<file path="config.mk">
export PLATFORM = sky130hd
export DESIGN_NAME = clk_div_prog
export DESIGN_NICKNAME = d
export VERILOG_FILES = /design/src/rtl/clk_div_pkg.sv /design/src/rtl/clk_div_shadow.sv /design/src/rtl/clk_div_prog.sv
export SDC_FILE = /design/constraint.sdc
export NUM_CORES = 1
export LEC_CHECK = 0
export CAP_MARGIN = 10
export CORE_ASPECT_RATIO = 0.8
export CORE_MARGIN = 3
export CORE_UTILIZATION = 59
export CTS_CLUSTER_SIZE = 25
export DETAILED_ROUTE_END_ITERATION = 10
export PLACE_DENSITY_LB_ADDON = 0.05
export SLEW_MARGIN = 20
export SYNTH_ARGS = -nofsm -noshare
export SYNTH_HDL_FRONTEND = slang
export SYNTH_SLANG_ARGS = --single-unit
</file>
<file path="constraint.sdc">
create_clock -name clk_50MHz -period 8.2 [get_ports clk_50MHz]
set_input_delay 1.23 -clock clk_50MHz [delete_from_list [all_inputs] [get_ports clk_50MHz]]
set_output_delay 1.23 -clock clk_50MHz [all_outputs]
set_load 0.01 [all_outputs]
</file>
<file path="src/rtl/clk_div_pkg.sv">
// Shared constants for the programmable clock divider and its users.
// Standard divisors assume the 50 MHz system clock.
package clk_div_pkg;

  localparam int unsigned DEF_CNT_W = 26;
  localparam int unsigned DIV_MIN   = 2;

  localparam int unsigned DIV_1HZ   = 50_000_000;
  localparam int unsigned DIV_100HZ = 500_000;
  localparam int unsigned DIV_1KHZ  = 50_000;

endpackage

</file>
<file path="src/rtl/clk_div_shadow.sv">
// Shadow divisor register: validates runtime loads and holds them until the
// counter core consumes the pending value on a wrap or a clear.
module clk_div_shadow
  import clk_div_pkg::*;
#(
  parameter int unsigned CNT_W       = DEF_CNT_W,
  parameter int unsigned DIV_DEFAULT = DIV_100HZ
) (
  input  logic             clk,
  input  logic             rst,
  input  logic [CNT_W-1:0] div_in,
  input  logic             div_load,
  input  logic             wrap,
  input  logic             clr,
  output logic [CNT_W-1:0] value,
  output logic             pending,
  output logic             err,
  output logic             load_ok_c
);

  assign load_ok_c = div_load && (div_in >= CNT_W'(DIV_MIN));

  // A load on the consuming edge wins over the consume, except for clr,
  // which applies that load directly to the core.
  always_ff @(posedge clk or posedge rst) begin
    if (rst) begin
      value   <= CNT_W'(DIV_DEFAULT);
      pending <= 1'b0;
      err     <= 1'b0;
    end else begin
      err <= div_load && !load_ok_c;
      if (load_ok_c) value <= div_in;
      if (clr)            pending <= 1'b0;
      else if (load_ok_c) pending <= 1'b1;
      else if (wrap)      pending <= 1'b0;
    end
  end

endmodule

</file>
<file path="src/rtl/clk_div_prog.sv">
// Runtime-programmable clock divider: one-cycle tick and square-wave clk_out at clk/N,
// with divisor changes deferred to period boundaries so the output never glitches.
module clk_div_prog
  import clk_div_pkg::*;
#(
  parameter int unsigned CNT_W       = DEF_CNT_W,
  parameter int unsigned DIV_DEFAULT = DIV_100HZ
) (
  input  logic             clk_50MHz,
  input  logic             rst,
  input  logic             en,
  input  logic             clr,
  input  logic [CNT_W-1:0] div_in,
  input  logic             div_load,
  output logic             tick,
  output logic             clk_out,
  output logic [CNT_W-1:0] div_cur,
  output logic             div_pending,
  output logic             div_err
);

  logic [CNT_W-1:0] cnt;
  logic [CNT_W-1:0] limit;
  logic [CNT_W-1:0] hi;
  logic [CNT_W-1:0] sh_value;
  logic             sh_load_ok;
  logic             wrap;
  logic             fall;

  assign limit = div_cur - CNT_W'(1);
  assign hi    = div_cur - (div_cur >> 1);
  assign wrap  = en && (cnt == limit);
  assign fall  = en && (cnt == hi - CNT_W'(1));

  clk_div_shadow #(
    .CNT_W       (CNT_W),
    .DIV_DEFAULT (DIV_DEFAULT)
  ) u_shadow (
    .clk       (clk_50MHz),
    .rst       (rst),
    .div_in    (div_in),
    .div_load  (div_load),
    .wrap      (wrap),
    .clr       (clr),
    .value     (sh_value),
    .pending   (div_pending),
    .err       (div_err),
    .load_ok_c (sh_load_ok)
  );

  // Counter core: clr restarts the period, wrap starts a new high phase.
  always_ff @(posedge clk_50MHz or posedge rst) begin
    if (rst) begin
      cnt     <= '0;
      tick    <= 1'b0;
      clk_out <= 1'b0;
      div_cur <= CNT_W'(DIV_DEFAULT);
    end else if (clr) begin
      cnt     <= '0;
      tick    <= 1'b0;
      clk_out <= 1'b0;
      if (sh_load_ok)       div_cur <= div_in;
      else if (div_pending) div_cur <= sh_value;
    end else if (wrap) begin
      cnt     <= '0;
      tick    <= 1'b1;
      clk_out <= 1'b1;
      if (div_pending) div_cur <= sh_value;
    end else if (en) begin
      cnt  <= cnt + CNT_W'(1);
      tick <= 1'b0;
      if (fall) clk_out <= 1'b0;
    end else begin
      tick <= 1'b0;
    end
  end

endmodule
</file>
==> results.txt <==
* Result of the run: finished, final reports clean
* Fin Clk Skew: roughly 0.010 ns
* Number of flops mapped to enable cells by yosys: 0
- Via density per instance: 6.25
* Die extent in y: 102 um
- Iter 0 DRT Violations: around 560
- Maximum Capacitance Violations: 0
- Number of H-tree levels: 3
* Effective utilization at floorplan: around three fifths
* Main area contributors after synthesis: dfrtp_1 25%, ha_1 10%, xor2_1 6.5%
- The top cell type by area accounts for between 20 and 30% of the synthesized area.
- Global routing finished with a remaining overflow of 0.
- Comb pwr share: approximately half
- In this run, placement finished with an instance count of about 970.
* Final std cells w/o fill: between 900 and 1000
- During placement, the flow inserted port buffers numbering 60.
- At the end of routability-driven placement, the weighted congestion stood at around 0.94.
- Number of buffers inserted during clock tree synthesis: 9
* Worst hold slack across all endpoints: 0.484 ns
- Async set or reset register ratio after synthesis: 100%
- Gates resized during post-CTS repair numbered 0.
- Final setup TNS: 0 ns
- Portion of total power attributed to the clock network: between 20 and 25%
- Entering global routing, the biggest net connects between 80 and 90 pins.
* Hold violation count in the final report: 0
- Of the total power, registers draw 29.8%.
* Switching Share: 41.6%
* Number of cell instances on the worst register-to-register path: 12
- First-pass GRT wire length: ~31000 um
- Router iterations before antenna repair: 5
- Worst-Skew Late Latency: between 0.3 and 0.4 ns
* Post-synthesis net count: slightly below 900
* Core ar.: around 0.011 mm2
- Global-route total usage across every layer: ~30%
- Hold Path Cell Cnt: 2
* IR Drop Worst-Case VDD: roughly 0.16 mV
- The post-route netlist has 7.77% of its cells at a drive strength greater than 1.
- Min-delay worst type: flip-flop to flip-flop
- Worst reg2reg setup slack: about 4 ns
* Ys Warns: 0
- The worst register-to-register path ends at clk_out$_DFFE_PP0P_.
* Number of setup buffers added after CTS: 0
- The clock passes through at most 2 buffers.
- Post-DR wirelength/cell: 19.7 um
- Num Clock Sinks: between 80 and 90
* Count of hold-fix buffers inserted at cts: 0
- Timing analysis after detailed placement gives a worst setup slack of 3.05 ns.
- Max Freq: between 200 and 250 MHz
- CTS placed an instance of clkbuf_16 at the clock tree root.
- Worst Path Required: 8.39 ns
- The startpoint identified for the worst hold timing path is u_shadow.value[21]$_DFFE_PP0P_.
- After clock tree synthesis, the clock-pin slew on the worst setup and hold paths is around 0.060 ns.
- STA classifies the critical path endpoint as a flip-flop.
* Proportion of synthesized chip area in sequential cells: around 30%
- Max_slew headroom: about a third
* Total standard cell area after synthesis: 0.00675 mm2
* Post-detailed-route count of antenna-violating nets: 0
* Number of storage elements in the synthesis netlist: between 80 and 90
- Power per cell area: ~220 mW/mm2
* Ports placed on the boundary: 61
- Worst Max-Slew Pin Slew: slightly above 1 ns
- Summed over all nets, the switching power comes to 0.000713 W.
- Row generation in the floorplan step produced 34 rows.
- Number of antenna violations at the first check in global routing: 1
- For this run, the post-layout net count is about 920.
* Worst reg2reg startpoint: div_cur[1]$_DFFE_PP0P_
- Final Slew Violations: 0
- Number of distinct library cells after synthesis: 72
- Setup violations remaining at the end of the flow were counted as 0.
- From left edge to right edge, the die measures 126 um.
* Cell type contributing the most total cell area after synthesis: dfrtp_1
- In the routed design, unresolved DRC markers number 0.
- Diode insertion count for antenna repair: 0
- Total internal power: 0.00100 W
- The final critical path takes up between 60% and 70% of the cycle.
- In this run the worst path has a maximum fanout of 27.
* Ys flop type: dfrtp_1
- Arrival time at the worst endpoint: 5.15 ns
* Die footprint: around 0.013 mm2
- CTS tree: yes
- Summed over all layers, the routed wires come to about 19000 um.
* Mapped Cells: between 700 and 800
- For this design the static power due to leakage is 3.37 nW.
* Startpoint kind of the worst setup timing path: primary input
- Path type of the worst setup path: primary input to flip-flop
- Total via count after detailed routing: just over 6000
- RSZ-0062 raised after global routing: no
- In this run the mean area of a mapped cell was about 8.5 um2.
* Area Growth Syn to Fin: 13.8%
- Worst Slack Setup Final: between 3 and 4 ns
- Detail Placement HPWL: between 10000 and 15000 um
- The number of global-route vias before repair is between 5000 and 6000.
- Worst hold endpoint: u_shadow.value[21]$_DFFE_PP0P_
* Shortest period the worst path allows: 4.96 ns
worst max path at each step:
stage,endpoint,slack (ns),start
2_1_floorplan,clk_out$_DFFE_PP0P_,4.88,rst
3_3_place_gp,div_cur[6]$_DFFE_PP0P_,3.27,div_in[22]
3_5_place_dp,div_cur[2]$_DFFE_PP0P_,3.05,div_in[22]
4_1_cts,div_cur[2]$_DFFE_PP0P_,3.38,div_in[22]
5_1_grt,div_cur[3]$_DFFE_PP0P_,2.97,div_in[22]
6_report,div_cur[21]$_DFFE_PP0P_,3.24,div_in[22]
worst max-delay path: stages:
cell	delay, ns
clkdlybuf4s50_1	0.46
nor4_1	0.46
nand4_1	0.22
o21ai_2	0.18
buf_4	0.35
inv_1	0.16
nand2_1	0.76
nand2_1	0.84
o22ai_1	0.34
a21oi_1	0.13
synthesized netlist by cell type (19+ instances only):
library cell	number
nand2_1	51
ha_1	54
nor2_1	89
xnor2_1	48
inv_1	52
o22ai_1	28
xor2_1	50
dfrtp_1	68
mux2_2	19
nand3_1	23
clkbuf_1	23
a21oi_1	59
final cells by class:
cell class	count	area [um2]
multi-input cells	624	4340
fillers	876	3330
flip-flops and latches	82	2070
repair buffers	63	623
clock buffers	10	229
inverters	52	196
well taps	144	180
clock inverters	6	50.0
per-stage QoR:
step	utilization (%)	cell area (um2)	total power (W)
final	69.8	7690	0.00172
after global placement	67.2	7410	0.00130
after global routing	69.8	7690	0.00182
after detailed placement	67.2	7410	0.00133
after CTS	69.8	7690	0.00170
after floorplan	-	6750	0.00108
sequential cells by signal (all words and copies together) (netlist names):
register / count
tick: 1
u_shadow.value: 26
cnt: 26
u_shadow.pending: 1
clk_out: 1
div_cur: 26
u_shadow.err: 1
per-layer routing:
metal / track usage, % / wire, um / vias up
met5: 0 / 13 / -
met4: 8.83 / 419 / 2
met3: 5.27 / 1280 / 36
met2: 50.1 / 8890 / 253
met1: 42.8 / 8760 / 2954
li1: - / - / 2886
cells in the final DEF, fill, tap and decap left out, drive strengths merged, types with 4 or more instances in the layout:
master	count
o31ai	7
mux2	19
clkdlybuf4s50	60
a211oi	6
clkbuf	10
xor2	50
nand2b	15
or3	4
nor2	89
o211a	4
a21oi	60
and2	4
a211o	4
dfrtp	68
dfstp	14
o311ai	6
nor4	17
nand4	8
nand2	51
nor2b	13
xnor2	48
and3	13
a31oi	5
inv	53
and4	4
ha	54
or4	10
nor3	17
nand3	23
o21ai	16
o22ai	28
kinds of logic after synthesis:
kind of cell,after synthesis,share of synthesized area [%]
buffers and inverters,86,5.15
XOR/XNOR,98,12.7
AO/OA/AOI/OAI,170,16.7
flip-flops,82,30.7
AND/OR/NAND/NOR,279,20.9
adder cells (fa/ha/maj),55,10.3
multiplexers,22,3.61
power by group through the flow:
stage	Combinational, W	Sequential (W)	Clock, W
floorplan	0.000580	0.000503	0
global placement	0.000783	0.000515	0
detailed placement	0.000809	0.000516	0
CTS	0.000816	0.000509	0.000377
global route	0.000911	0.000516	0.000394
finish	0.000833	0.000511	0.000372
No activity file was read; power rests on OpenSTA's default activity.
